### src/rtl/seg7_scan.sv
// -----------------------------------------------------------------------------
// seg7_scan -- four-digit multiplexed seven-segment display driver.
//
// A divided scan clock (sclk) from the upstream divider is used as a strobe:
// every rising edge of sclk advances to the next digit. Between digits the
// display is held dark for BLANK_CYCLES clk cycles to suppress ghosting.
// The displayed value, decimal points and enables are captured into shadow
// registers once per frame (when the scan wraps from digit 3 to digit 0), so
// a value changing mid-frame never tears across digits.
//
// Parameters
//   BLANK_CYCLES  dark cycles after each digit step (1..255)
//   ACTIVE_LOW    1: an/seg/dp driven active-low (common anode), 0: active-high
//
// Ports
//   clk         in   1   system clock, all state on its rising edge
//   rst         in   1   synchronous reset, active-high
//   sclk        in   1   scan strobe from the divider (already in clk domain)
//   value       in  16   digit k shows value[4k+3:4k]
//   dp_in       in   4   decimal point per digit, 1 = lit
//   digit_en    in   4   per-digit enable, 0 = digit dark
//   an          out  4   digit anodes, at most one active
//   seg         out  7   segments, gfedcba (bit 6 = g)
//   dp          out  1   decimal point segment
//   frame_done  out  1   one-cycle pulse when a new frame's inputs are latched
// -----------------------------------------------------------------------------
module seg7_scan #(
  parameter int unsigned BLANK_CYCLES = 16,
  parameter bit          ACTIVE_LOW   = 1'b1
) (
  input  logic        clk,
  input  logic        rst,
  input  logic        sclk,
  input  logic [15:0] value,
  input  logic [3:0]  dp_in,
  input  logic [3:0]  digit_en,
  output logic [3:0]  an,
  output logic [6:0]  seg,
  output logic        dp,
  output logic        frame_done
);

  // Physical "off" levels for each output group, in board polarity.
  localparam logic [3:0] AN_OFF  = ACTIVE_LOW ? 4'hF  : 4'h0;
  localparam logic [6:0] SEG_OFF = ACTIVE_LOW ? 7'h7F : 7'h00;
  localparam logic       DP_OFF  = ACTIVE_LOW ? 1'b1  : 1'b0;

  // Terminal count of the blanking counter.
  localparam logic [7:0] BLANK_LAST = 8'(BLANK_CYCLES - 1);

  typedef enum logic {
    ST_BLANK = 1'b0,
    ST_SHOW  = 1'b1
  } state_t;

  // Active-high gfedcba pattern for one hex nibble.
  function automatic logic [6:0] hex_decode(input logic [3:0] nib);
    logic [6:0] pat;
    case (nib)
      4'h0: pat = 7'h3F;
      4'h1: pat = 7'h06;
      4'h2: pat = 7'h5B;
      4'h3: pat = 7'h4F;
      4'h4: pat = 7'h66;
      4'h5: pat = 7'h6D;
      4'h6: pat = 7'h7D;
      4'h7: pat = 7'h07;
      4'h8: pat = 7'h7F;
      4'h9: pat = 7'h6F;
      4'hA: pat = 7'h77;
      4'hB: pat = 7'h7C;
      4'hC: pat = 7'h39;
      4'hD: pat = 7'h5E;
      4'hE: pat = 7'h79;
      default: pat = 7'h71;
    endcase
    return pat;
  endfunction

  // ---------------------------------------------------------------------------
  // State
  // ---------------------------------------------------------------------------
  logic        r_sclk_q;
  logic [1:0]  r_idx;
  state_t      r_state;
  logic [7:0]  r_cnt;

  // Per-frame shadow copies of the display inputs.
  logic [15:0] r_value;
  logic [3:0]  r_dp;
  logic [3:0]  r_en;

  // Registered outputs, held in board polarity.
  logic [3:0]  r_an;
  logic [6:0]  r_seg;
  logic        r_dp_out;
  logic        r_frame_done;

  // ---------------------------------------------------------------------------
  // Combinational helpers
  // ---------------------------------------------------------------------------
  logic        w_step;
  logic [3:0]  w_nibble;
  logic [3:0]  w_an_drv;
  logic [6:0]  w_seg_drv;
  logic        w_dp_drv;

  // Exactly one step per sclk rising edge; a held-high level or a falling
  // edge produces nothing.
  assign w_step = sclk & ~r_sclk_q;

  assign w_nibble = r_value[{r_idx, 2'b00} +: 4];

  // Output pattern for the current digit, taken from the shadow registers so
  // it is stable for the whole frame. A disabled digit stays fully dark.
  // NOTE: every signal assigned in always_comb gets a default first, so no
  // path leaves it unassigned and no latch is inferred.
  always_comb begin
    w_an_drv  = AN_OFF;
    w_seg_drv = SEG_OFF;
    w_dp_drv  = DP_OFF;
    if (r_en[r_idx]) begin
      w_an_drv  = AN_OFF ^ (4'b0001 << r_idx);
      w_seg_drv = SEG_OFF ^ hex_decode(w_nibble);
      w_dp_drv  = DP_OFF ^ r_dp[r_idx];
    end
  end

  // ---------------------------------------------------------------------------
  // Scan sequencer
  // ---------------------------------------------------------------------------
  // NOTE: all state here uses non-blocking assignments so every register
  // samples the pre-edge values of the others, regardless of statement order.
  always_ff @(posedge clk) begin
    if (rst) begin
      r_sclk_q     <= 1'b0;
      r_idx        <= 2'd3;
      r_state      <= ST_BLANK;
      r_cnt        <= 8'd0;
      r_value      <= 16'h0000;
      r_dp         <= 4'h0;
      r_en         <= 4'h0;
      r_an         <= AN_OFF;
      r_seg        <= SEG_OFF;
      r_dp_out     <= DP_OFF;
      r_frame_done <= 1'b0;
    end else begin
      r_sclk_q     <= sclk;
      r_frame_done <= 1'b0;

      if (w_step) begin
        // A step always restarts blanking, even mid-blank, so the digit that
        // was pending is dropped and never reaches the display.
        r_idx    <= r_idx + 2'd1;
        r_state  <= ST_BLANK;
        r_cnt    <= 8'd0;
        r_an     <= AN_OFF;
        r_seg    <= SEG_OFF;
        r_dp_out <= DP_OFF;

        // Leaving digit 3 means digit 0 of a new frame is next: capture the
        // inputs now so the whole frame is drawn from one consistent value.
        if (r_idx == 2'd3) begin
          r_value      <= value;
          r_dp         <= dp_in;
          r_en         <= digit_en;
          r_frame_done <= 1'b1;
        end
      end else begin
        case (r_state)
          ST_BLANK: begin
            if (r_cnt == BLANK_LAST) begin
              // Load the pattern on the same edge as the state change so the
              // outputs are valid from the first SHOW cycle.
              r_state  <= ST_SHOW;
              r_an     <= w_an_drv;
              r_seg    <= w_seg_drv;
              r_dp_out <= w_dp_drv;
            end else begin
              r_cnt <= r_cnt + 8'd1;
            end
          end
          ST_SHOW: begin
            // Outputs hold until the next step.
          end
          default: begin
            r_state <= ST_BLANK;
            r_cnt   <= 8'd0;
          end
        endcase
      end
    end
  end

  assign an         = r_an;
  assign seg        = r_seg;
  assign dp         = r_dp_out;
  assign frame_done = r_frame_done;

endmodule

### config.mk
export PLATFORM = sky130hd
export DESIGN_NAME = seg7_scan
export DESIGN_NICKNAME = d
export VERILOG_FILES = /design/src/rtl/seg7_scan.sv
export SDC_FILE = /design/constraint.sdc
export NUM_CORES = 1
export LEC_CHECK = 0
export ABC_AREA = 1
export BUFFER_PORTS_ARGS = -buffer_cell sky130_fd_sc_hd__buf_2
export CAP_MARGIN = 10
export CORE_ASPECT_RATIO = 1.5
export CORE_MARGIN = 10
export CORE_UTILIZATION = 40
export CTS_BUF_LIST = sky130_fd_sc_hd__clkbuf_16
export DETAILED_ROUTE_END_ITERATION = 7
export GPL_TIMING_DRIVEN = 0
export PLACE_DENSITY = 0.66
export SKIP_LAST_GASP = 1
export SYNTH_ARGS = -nofsm -noshare
export SYNTH_HDL_FRONTEND = slang
export SYNTH_SLANG_ARGS = --single-unit
### constraint.sdc
create_clock -name clk -period 2.17 [get_ports clk]
set_input_delay 0.1085 -clock clk [delete_from_list [all_inputs] [get_ports clk]]
set_output_delay 0.1085 -clock clk [all_outputs]
set_load 0.05 [all_outputs]
# Word level (Yosys, flattened, before mapping)
# Memory sizes are Yosys's and may differ from the RTL's.
# Index checks and enable logic that the tools add are counted.
[word_totals]
ff_bits = 49
romBits = 112
elab_cells = 43
n_memories = 1
[op_classes]
addsub = 2
magnitude_cmp = 1
eq_ne = 2
shifts = 2
n_mux = 11
bitwise_logic = 8
reduce_logical = 5
[memory_table]
columns = ["memory", "depth", "word_bits", "rd", "rd_ports_with_merged_regs", "write_ports", "line", "rtl"]
rows = [
  ["(name not given)", 16, 7, 1, 0, 0, "59", "case (nib)"],
]
[ops]
columns = ["op", "n"]
rows = [
  ["$shiftx 16x5->4", 1],
  ["$mux 7", 2],
  ["$add 8x1->8 const B", 1],
  ["$eq 8x4->1 const B", 1],
  ["$not 7->7", 1],
  ["$mux 1", 6],
  ["$reduce_and 2->1", 3],
  ["$not 1->1", 5],
  ["$bmux 1 s2", 2],
  ["$mux 4", 1],
  ["$not 4->4", 1],
  ["$reduce_or 2->1", 2],
  ["$shl 1x2->4 const A", 1],
  ["$lt 2x3->1 const B", 1],
  ["$add 2x1->2 const B", 1],
  ["$eq 2x2->1 const B", 1],
  ["$and 1x1->1", 1],
]

# Depth between registers and ports, before layout
# Gate-level depths: netlist of run 1.
[logic_depth]
ltp_word = 5
ltp_mapped = 13
mapped_depth_nobuf = 12

# Least setup slack after synthesis of run 1
# Ideal clock, no wire load.
[synth_timing]
path_kind = "register -> register"
from = "register r_idx[0]"
to = "register r_seg[5] (netlist: seg[5])"
setup_ns = 0.115
arrival_ns = 1.491
required_ns = 2.055
path_slack_ns = 0.563
stages_incl_launch_ff = 14
path_buffers = 1
synth_period_minus_slack_ns = 1.607
path_cell_list = "dfxtp_1 inv_2 buf_6 nand2_1 nand3_1 nand2_2 inv_1 ha_1 nand3_1 nand2_1 nand2_1 nand3_1 nand2_1 nand2_1"
[synth_between]
elab_chain_cells = 5
elab_cells_between_ends = 7
[synth_rtl]
columns = ["element", "line", "rtl"]
rows = [
  ["start, declared", "84", "logic [1:0] r_idx;"],
  ["start signal, assigned", "154", "r_idx <= r_idx + 2'd1;"],
  ["$shiftx 16x5->4", "112", "assign w_nibble = r_value[{r_idx, 2'b00} +: 4];"],
  ["$mem_v2 16x7", "n/a", ""],
  ["$mux 7", "122", "if (r_en[r_idx]) begin"],
  ["$not 7->7 (no source line)", "n/a", ""],
  ["$mux 7 (*)", "122", ""],
  ["end signal, assigned", "177", "r_seg <= w_seg_drv;"],
  ["end, declared", "95", "logic [6:0] r_seg;"],
]
# Mark *: on every way between the ends. The rest lies on a longest branch, timed or not. The select of a mux whose other input is x is not followed.
# A chain may end at the register's enable or synchronous reset.

# Worst setup path in the final report of run 1
[layout_timing]
from = "register r_idx[0]"
to = "register r_seg[3] (netlist: seg[3])"
# Same word-level chain as after synthesis.

==> key figures, run 1 <==
Detailed routing
  – DR iter-0 viols: 97
  – Drt wl/cell: 12.1 µm
  – DRC: 0
  – TritonRoute pass-1 iters: 4
  – DR vias: 2243
  – Vias/cell: 4.92
  – Antenna viol nets, final: 0
  – Total wire length: 5530 µm

Placed design
  – Post-placement cell count: 448
  – Post-DP HPWL: 4360 µm
  – GP Congestion: 0.825
  – PortBufs: 38

Synthesis
  – Post-synthesis cell count: 338
  – Xor/xnor share of the synthesized area: 0.365%
  – Synth Area in Adders: 5.73%
  – Largest family of logic cells by synthesized area: simple AND/OR/NAND/NOR gates
  – Post-Synth Simple-Gate Area: 34.0%
  – Post-synth cell types: 26
  – Synthesized Nets: 376
  – Synth Area in Compound Gates: 12.2%
  – Cell Area, Synth: 2400 µm²
  – Post-synthesis mux area share: 0%
  – Syn_area_per_cell: 7.11 µm²
  – Yosys warns: 0
  – Sequential element share of the synthesized area: 40.8%
  – FF+latch count, synth: 49

Global route
  – Largest net degree at the start of global routing: 15
  – Gr usage total: 12.2%
  – Initial antenna violation count: 0
  – First-pass GRT wire length: 10000 µm
  – Grt ovf: 0
  – Number of global-route vias before repair: 2263

Clock tree
  – Worst skew pair latency: 280 ps
  – H-tree Lvls: 2
  – # resized after CTS: 0
  – Setup Buffers After CTS: 0
  – CTS tree: done
  – Clk pin slew, worst setup/hold paths: 60 ps
  – Post-CTS Hold Fix Bufs: 0
  – Root buf cell: clkbuf_16
  – CTS buffer count: 5
  – CTS Sinks: 49
  – Clock Tree Buf Depth: 2

Die
  – Std-Cell Rows: 34
  – Die Y-Extent: 115 µm
  – Ports: 40
  – Core Region: 5830 µm²
  – Die width: 83.3 µm
  – Initial Util: 41.2%
  – Die ar.: 9570 µm²

Power and ir drop
  – Logic pwr share: 18.0%
  – Lkg Pwr: 1.18 nW
  – Power per cell area: 733 nW/µm²
  – Sequential power share: 46.4%
  – Pint: 1.49 mW
  – VDD IR-drop max: 434 µV
  – Sw frac: 28.3%
  – P_sw: 0.585 mW
  – Clk network pwr share: 35.6%

Critical path
  – CP max-delay cell: dfxtp_1
  – Crit path kind: reg -> reg
  – WP data arrival: 2080 ps
  – Critical Path Source Type: register
  – Largest delay share family, worst path: simple AND/OR/NAND/NOR gates
  – Critical Path RT: 2350 ps
  – Crit path buffers/inverters: 3
  – CP endpoint kind: register
  – CP cell instances: inv_2 > buf_6 > nand2_1 > nand3_1 > nand2_2 > inv_1 > ha_1 > nand3_1 > nand2_1 > nand2_1 > nand3_1 > nand2_1 > nand2_1
  – Critical path's largest stage delay: 480 ps
  – Most frequent CP cell: nand2_1
  – Max FO, Critical Path: 11

Cells and area
  – Share of layout cells above drive strength 1: 19.0%
  – Commonest non-fill, non-tap cell in the layout: nand2_1
  – Nets: 421
  – Fin cells: 456
  – Area grow syn2layout: 17.5%
  – Most frequent cells in the layout: nand2_1, nand3_1, dfxtp_1
  – Number of diodes: 0

Timing
  – Max Slew Vio Count: 0
  – Max Fclk: 526 MHz
  – Final Hold Viols: 0
  – Least-Margin Pin Slew: 496 ps
  – Final setup fails: 0
  – RSZ-0062 raised after global routing: false
  – Final clock skew: 4.28 ps
  – Slew HR: 67.0%
  – Min cycle time layout: 1900 ps
  – Final period utilization: 87.6%
  – Setup_tns: 0 ps

Min path
  – HP Class: in -> reg

Status
  – Status: finished, final reports clean

Flow run
  – Max cap viols: 0
-- stage by stage --
| step | area [µm²] | total power, mW | setup WS [ps] | hold slack [ps] | util [%] |
|---|---|---|---|---|---|
| floorplan | 2400 | 1.25 | 563 | 254 | - |
| global placement | 2680 | 1.35 | 299 | 350 | 46.0 |
| detailed placement | 2680 | 1.36 | 283 | 360 | 46.0 |
| CTS | 2820 | 2.10 | 265 | 62.8 | 48.4 |
| global route | 2820 | 2.19 | 96.0 | 71.4 | 48.4 |
| finish | 2820 | 2.07 | 268 | 65.5 | 48.4 |
-- metal layers --
layer  part of all wire, %  up-vias  wire length, µm  global-route usage, %
met2                    53       48             2920                   23.1
met4                   1.7        0               93                   4.78
met5                     0        -                0                      0
li1                      -     1190                -                      -
met1                    42      997             2300                   12.5
met3                   3.9        8              213                   2.97
-- cells in the mapped netlist --
| cell | number | area [µm²] |
|---|---|---|
| a21oi_1 | 40 | 200 |
| buf_2 | 4 | 20.0 |
| buf_4 | 2 | 15.0 |
| buf_6 | 1 | 11.3 |
| clkbuf_1 | 8 | 30.0 |
| dfxtp_1 | 49 | 981 |
| ha_1 | 11 | 138 |
| inv_1 | 17 | 63.8 |
| inv_2 | 7 | 26.3 |
| nand2_1 | 96 | 360 |
| nand2_2 | 5 | 31.3 |
| nand2_4 | 2 | 22.5 |
| nand3_1 | 49 | 245 |
| nand3_2 | 1 | 10.0 |
| nand3_4 | 1 | 17.5 |
| nand4_1 | 1 | 6.26 |
| nor2_1 | 17 | 63.8 |
| nor2_2 | 3 | 18.8 |
| nor2_4 | 2 | 22.5 |
| nor3_1 | 1 | 5.00 |
| nor4_1 | 1 | 6.26 |
| o211ai_1 | 1 | 7.51 |
| o21ai_0 | 12 | 60.1 |
| o21ai_1 | 5 | 25.0 |
| or2_2 | 1 | 6.26 |
| xor2_1 | 1 | 8.76 |
-- power by group through the flow --
stage / Clock (mW) / Sequential (mW) / Combinational [mW]
4_1_cts: 0.760 / 0.961 / 0.376
3_3_place_gp: 0 / 0.980 / 0.366
5_1_grt: 0.790 / 0.965 / 0.434
3_5_place_dp: 0 / 0.981 / 0.374
6_report: 0.737 / 0.961 / 0.373
2_1_floorplan: 0 / 0.979 / 0.276
-- worst min-delay path, delay by kind of cell --
kind	cells	cell delay (ps)
AND/OR/NAND/NOR	1	80
buffers and inverters	2	130
-- logic make-up after synthesis --
| group | Yosys count |
|---|---|
| AND/OR/NAND/NOR | 180 |
| AO/OA/AOI/OAI | 58 |
| flip-flops | 49 |
| buffers and inverters | 39 |
| adder cells (fa/ha/maj) | 11 |
| XOR/XNOR | 1 |
-- registers in the layout, indices dropped and copies added, names as in the netlist --
register and count:
seg 7, frame_done 1, r_en 4, dp 1, r_idx 2, r_value 16
r_dp 4, r_cnt 8, r_sclk_q 1, an 4, r_state 1
-- final timing paths --
kind / from / to / slack (ps) / depth (start not counted)
worst max-delay path: r_idx[0]$_SDFFE_PP1P_ / seg[3]$_SDFFE_PP1P_ / 270 / 13
worst min-delay path: sclk / r_sclk_q$_SDFF_PP0_ / 70 / 3
worst max register to register: r_idx[0]$_SDFFE_PP1P_ / seg[3]$_SDFFE_PP1P_ / 270 / 13
worst min register to register: r_value[11]$_SDFFE_PP0P_ / r_value[11]$_SDFFE_PP0P_ / 450 / 2
-- cell type report --
class                           count  area [µm²]
Multi-Input combinational cell    250        1250
Clock buffer                        5         125
Tap cell                           72        90.1
Timing Repair Buffer               38         190
Fill cell                         627        3010
Sequential cell                    49         981
Inverter                           24        90.1
Clock inverter                      3        15.0
Buffer                             15        76.3
No activity file was read; power rests on OpenSTA's default activity.
==> run 2, diff against run 1 <==
CELL_PAD_IN_SITES_DETAIL_PLACEMENT = 0   (was default)
CELL_PAD_IN_SITES_GLOBAL_PLACEMENT = 1   (was default)
GPL_ROUTABILITY_DRIVEN = 0   (was default)
PLACE_DENSITY = 0.85   (was 0.66)
==> run 2 against run 1 <==
  * Combinational power about the same
  * Worst hold slack worse by 5.2 ps
  * Setup slack gained 22 ps
  * Sequential power about the same
  * Clock skew rose by 2.4 ps
  * Wire length increased by 2.4%
==> key figures, run 2 (same netlist as run 1, synthesis figures left out) <==
Critical path
  – Most frequent CP cell: nand2_1
  – Critical path's largest stage delay: 470 ps (about the same)
  – Crit path from: r_idx[0]$_SDFFE_PP1P_
  – Max FO, Critical Path: 11 (unchanged)
  – Critical Path Source Type: register
  – WP data arrival: 2060 ps (-20 ps)
  – Crit path buffers/inverters: 4 (+1)
  – Largest delay share family, worst path: simple AND/OR/NAND/NOR gates
  – FF-to-FF Start: r_idx[0]$_SDFFE_PP1P_
  – CP cell instances: inv_2 > buf_6 > nand2_1 > nand3_1 > nand2_2 > inv_2 > ha_1 > inv_1 > nand2_1 > nand3_1 > nand3_1 > nand2_1 > nand2_1
  – Crit path kind: reg -> reg
  – Critical Path RT: 2350 ps (about the same)
  – CP endpoint kind: register
  – CP max-delay cell: dfxtp_1

Clock tree
  – CTS Sinks: 49 (unchanged)
  – # resized after CTS: 0 (unchanged)
  – Clk pin slew, worst setup/hold paths: 70 ps (about the same)
  – Clock Tree Buf Depth: 2 (unchanged)
  – CTS buffer count: 5 (unchanged)
  – CTS tree: done
  – Post-CTS Hold Fix Bufs: 0 (unchanged)
  – H-tree Lvls: 2 (unchanged)
  – Root buf cell: clkbuf_16
  – Worst skew pair latency: 290 ps (about the same)
  – Setup Buffers After CTS: 0 (unchanged)

Detailed routing
  – TritonRoute pass-1 iters: 4 (unchanged)
  – Vias/cell: 4.88 (-0.76%)
  – DRC: 0 (unchanged)
  – Antenna viol nets, final: 0 (unchanged)
  – Drt wl/cell: 12.4 µm (+2.4%)
  – DR iter-0 viols: 88 (-9.3%)
  – DR vias: 2226 (-0.76%)
  – Total wire length: 5660 µm (+2.4%)

Power and ir drop
  – Total Power: 2.12 mW (+2.3%)
  – Lkg Pwr: 1.18 nW (-0.17%)
  – Pint: 1.50 mW (+0.90%)
  – Power per cell area: 748 nW/µm² (+1.9%)
  – Logic pwr share: 17.6% (-0.4 points)
  – Clk network pwr share: 37.1% (+1.5 points)
  – VDD IR-drop max: 421 µV (-3.0%)
  – Sequential power share: 45.3% (-1.1 points)
  – P_sw: 0.619 mW (+5.9%)
  – Sw frac: 29.2% (+0.99 points)

Cells and area
  – Nets: 421 (unchanged)
  – Number of diodes: 0 (unchanged)
  – # fillers: 615 (-1.9%)
  – Commonest non-fill, non-tap cell in the layout: nand2_1
  – Max reg flops: 16 (unchanged)
  – Most frequent cells in the layout: nand2_1, nand3_1, dfxtp_1
  – Share of layout cells above drive strength 1: 19.5% (+0.52 points)
  – Cell area after layout: 2830 µm² (+0.35%)
  – Fin cells: 456 (unchanged)
  – Most flop-heavy register: r_value
  – Area grow syn2layout: 17.9%

Min path
  – Hold Startpoint: sclk
  – HP Class: in -> reg

Die
  – Ports: 40 (unchanged)
  – Std-Cell Rows: 34 (unchanged)
  – Core Region: 5830 µm² (unchanged)
  – Die width: 83.3 µm (unchanged)
  – Die Y-Extent: 115 µm (unchanged)
  – Initial Util: 41.2% (unchanged)
  – Die ar.: 9570 µm² (unchanged)

Timing
  – Final Hold Viols: 0 (unchanged)
  – Hold Slack: 60.3 ps (-5.18 ps)
  – Least-Margin Pin Slew: 457 ps (-38.3 ps)
  – Final period utilization: 86.6% (-1.0 points)
  – Setup_tns: 0 ps (unchanged)
  – Final setup fails: 0 (unchanged)
  – RSZ-0062 raised after global routing: false
  – Slew HR: 69.5% (+2.6 points)
  – Max Slew Vio Count: 0 (unchanged)
  – Max Fclk: 532 MHz (+1.2%)
  – Min cycle time layout: 1880 ps (-21.7 ps)
  – Final clock skew: 6.70 ps (+2.42 ps)

Global route
  – Gr usage total: 12.0% (-0.22 points)
  – Largest net degree at the start of global routing: 18 (+3)
  – Number of global-route vias before repair: 2165 (-4.3%)
  – Grt ovf: 0 (unchanged)
  – First-pass GRT wire length: 9600 µm (-3.9%)
  – Initial antenna violation count: 0 (unchanged)

Placed design
  – Post-DP HPWL: 4400 µm (+1.0%)
  – Post-placement cell count: 448 (unchanged)
  – PortBufs: 38 (unchanged)
  – Area after DPL: 2680 µm² (unchanged)

Flow run
  – Max cap viols: 0 (unchanged)

Status
  – Status: finished, final reports clean
run 2: cell type report:
type | count | area, µm² | share of cell area (%)
plain buffers | 15 | 76.3 | 2.69
clock buffers | 5 | 125 | 4.42
clock inverters | 3 | 25.0 | 0.883
inverters | 24 | 90.1 | 3.18
multi-input cells | 250 | 1250 | 44.3
flip-flops and latches | 49 | 981 | 34.6
well taps | 72 | 90.1 | 3.18
repair buffers | 38 | 190 | 6.71
run 2: path summary, 6_finish.rpt:
| check | depth (start not counted) | to | slack, ps |
|---|---|---|---|
| setup reg to reg | 13 | seg[0]$_SDFFE_PP1P_ | 290 |
| hold / removal | 3 | r_sclk_q$_SDFF_PP0_ | 60 |
| setup / recovery | 13 | seg[0]$_SDFFE_PP1P_ | 290 |
| hold reg to reg | 2 | r_value[11]$_SDFFE_PP0P_ | 460 |
run 2: routing by layer:
layer  up-vias  part of all wire (%)  track usage, %
met2        57                    51            22.5
met5         -                     0               0
li1       1194                     -               -
met1       969                    43            12.2
met3         6                   4.8            3.11
met4         0                   1.4            5.13
run 2: tightest hold or removal path, stage by stage:
cell and delay, ps:
buf_2 80, inv_1 50, nor2_1 80
run 2: metrics by stage:
step,setup slack (ps),util [%]
after CTS,259,48.6
after global placement,276,46.0
final,290,48.6
after global routing,76.6,48.6
after floorplan,563,-
after detailed placement,285,46.0
run 2: power by group through the flow:
stage | registers, mW | clock network [mW] | logic (mW)
after floorplan | 0.979 | 0 | 0.276
final | 0.959 | 0.786 | 0.373
after CTS | 0.959 | 0.809 | 0.376
after global placement | 0.979 | 0 | 0.374
after detailed placement | 0.979 | 0 | 0.375
after global routing | 0.963 | 0.834 | 0.428
==> run 3, diff against run 2 <==
CTS_BUF_LIST = sky130_fd_sc_hd__clkbuf_4 sky130_fd_sc_hd__clkbuf_8 sky130_fd_sc_hd__clkbuf_16   (was sky130_fd_sc_hd__clkbuf_16)
==> run 3 against run 2 <==
  * Cell count unchanged
  * Clock skew increased by 6.7 ps
  * Highest routed layer unchanged
  * Sequential share of layout area increased by 0.70 points
  * Total power decreased by 11%
  * Largest power group unchanged
  * Setup slack got worse by 22 ps
  * Design area decreased by 2.0%
  * Largest cell class unchanged
  * Critical path depth unchanged
==> key figures, run 3 (same netlist as run 1, synthesis figures left out) <==
Status
  – Status: finished, final reports clean

Critical path
  – CP max-delay cell: dfxtp_1
  – Critical path's largest stage delay: 480 ps (about the same)
  – Critical Path Sink: seg[3]$_SDFFE_PP1P_
  – Critical Path RT: 2370 ps (+20 ps)
  – Critical Path Source Type: register
  – WP data arrival: 2110 ps (+50 ps)
  – Max FO, Critical Path: 11 (unchanged)
  – Crit path buffers/inverters: 3 (-1)
  – Most frequent CP cell: nand2_1
  – CP endpoint kind: register
  – Reg2Reg Depth: 13 (unchanged)
  – FF-to-FF Start: r_idx[0]$_SDFFE_PP1P_
  – Reg2Reg Setup Slack: 270 ps (-20 ps)
  – CP Depth: 13 (unchanged)
  – Worst reg2reg path endpoint: seg[3]$_SDFFE_PP1P_
  – Crit path from: r_idx[0]$_SDFFE_PP1P_
  – Crit path kind: reg -> reg
  – Largest delay share family, worst path: simple AND/OR/NAND/NOR gates
  – CP cell instances: inv_2 > buf_6 > nand2_1 > nand3_1 > nand2_2 > inv_1 > ha_1 > nand3_1 > nand2_1 > nand2_1 > nand3_1 > nand2_1 > nand2_1

Cells and area
  – Share of layout cells above drive strength 1: 19.5% (unchanged)
  – Most flop-heavy register: r_value
  – Max reg flops: 16 (unchanged)
  – Area grow syn2layout: 15.6%
  – Most frequent cells in the layout: nand2_1, nand3_1, dfxtp_1
  – Post-layout util: 47.6% (-0.97 points)
  – Nets: 421 (unchanged)
  – Cell area after layout: 2780 µm² (-2.0%)
  – Number of diodes: 0 (unchanged)
  – Commonest non-fill, non-tap cell in the layout: nand2_1

Die
  – Die ar.: 9570 µm² (unchanged)
  – Core Region: 5830 µm² (unchanged)
  – Initial Util: 41.2% (unchanged)
  – Std-Cell Rows: 34 (unchanged)
  – Die width: 83.3 µm (unchanged)
  – Die Y-Extent: 115 µm (unchanged)
  – Ports: 40 (unchanged)

Clock tree
  – Worst skew pair latency: 310 ps (+20 ps)
  – H-tree Lvls: 2 (unchanged)
  – Post-CTS Hold Fix Bufs: 0 (unchanged)
  – Root buf cell: clkbuf_8
  – CTS buffer count: 5 (unchanged)
  – Clk pin slew, worst setup/hold paths: 100 ps (+30 ps)
  – # resized after CTS: 0 (unchanged)
  – Setup Buffers After CTS: 0 (unchanged)
  – CTS Sinks: 49 (unchanged)
  – Clock Tree Buf Depth: 2 (unchanged)
  – CTS tree: done

Detailed routing
  – Vias/cell: 4.88 (unchanged)
  – DR vias: 2226 (unchanged)
  – Met2 WL post-DR: 2890 µm (-0.17%)
  – TritonRoute pass-1 iters: 4 (unchanged)
  – Routed wl met3: 241 µm (-11%)
  – WL met1: 2450 µm (+1.4%)
  – Top Layer Used: met4
  – Drt wl/cell: 12.4 µm (about the same)
  – Total wire length: 5670 µm (about the same)
  – DR iter-0 viols: 126 (+43%)
  – Antenna viol nets, final: 0 (unchanged)
  – DRC: 0 (unchanged)

Timing
  – Max Slew Vio Count: 0 (unchanged)
  – Worst Setup Slack, final: 268 ps (-22.2 ps)
  – Hold Slack: 36.5 ps (-23.9 ps)
  – Setup_tns: 0 ps (unchanged)
  – Max Fclk: 526 MHz (-1.2%)
  – Final clock skew: 13.4 ps (+6.70 ps)
  – Final Hold Viols: 0 (unchanged)
  – Slew HR: 69.8% (+0.34 points)
  – Least-Margin Pin Slew: 452 ps (-5.16 ps)
  – Final setup fails: 0 (unchanged)
  – RSZ-0062 raised after global routing: false
  – Final period utilization: 87.7% (+1.0 points)
  – Min cycle time layout: 1900 ps (+22.2 ps)

Global route
  – Grt ovf: 0 (unchanged)
  – Gr usage total: 11.8% (-0.13 points)
  – Number of global-route vias before repair: 2173 (+0.37%)
  – Largest net degree at the start of global routing: 18 (unchanged)
  – First-pass GRT wire length: 9610 µm (about the same)
  – Initial antenna violation count: 0 (unchanged)

Power and ir drop
  – Lkg Pwr: 1.15 nW (-2.2%)
  – VDD IR-drop max: 438 µV (+4.0%)
  – Power per cell area: 682 nW/µm² (-8.7%)

Placed design
  – Area after DPL: 2680 µm² (unchanged)
  – Post-DP HPWL: 4400 µm (unchanged)
  – PortBufs: 38 (unchanged)
  – Pre-CTS WS: 285 ps (unchanged)

Flow run
  – Max cap viols: 0 (unchanged)

Min path
  – HP Class: in -> reg
[run 3: worst register-to-register path: stages (launching register included)]
cell	delay (ps)
dfxtp_1	480
inv_2	110
buf_6	160
nand2_1	60
nand3_1	100
nand2_2	150
inv_1	100
ha_1	220
nand3_1	130
nand2_1	70
nand2_1	50
nand3_1	60
nand2_1	60
nand2_1	40
[run 3: final cells by class]
cell class | instances | area (µm²)
plain buffers | 15 | 76.3
clock buffers | 5 | 68.8
clock inverters | 3 | 25.0
fillers | 626 | 3050
inverters | 24 | 90.1
multi-input cells | 250 | 1250
flip-flops and latches | 49 | 981
well taps | 72 | 90.1
repair buffers | 38 | 190
[run 3: stage by stage]
step	power, mW	std cells
3_5_place_dp	1.35	448
2_1_floorplan	1.25	338
6_report	1.89	456
5_1_grt	2.00	456
4_1_cts	1.92	456
3_3_place_gp	1.35	448
[run 3: where the power goes]
part | internal, mW | leakage, nW | switching, mW
combinational | 0.127 | 0.706 | 0.245
clock | 0.233 | 0.0447 | 0.330
sequential | 0.938 | 0.400 | 0.0205
total | 1.30 | 1.15 | 0.596
[run 3: metal layers]
layer  GRT usage [%]  up-vias
li1                -     1191
met1            12.1      976
met2            22.7       52
met3            2.69        7
met4            4.44        0
met5               0        -
[run 3: how the worst min path moves through the flow]
stage / start / end / slack (ps) / depth (start not counted)
after CTS: sclk / r_sclk_q$_SDFF_PP0_ / 40 / 3
final: sclk / r_sclk_q$_SDFF_PP0_ / 40 / 3
after global placement: sclk / r_sclk_q$_SDFF_PP0_ / 350 / 3
after global routing: sclk / r_sclk_q$_SDFF_PP0_ / 40 / 3
after floorplan: sclk / r_sclk_q$_SDFF_PP0_ / 250 / 2
after detailed placement: sclk / r_sclk_q$_SDFF_PP0_ / 370 / 3
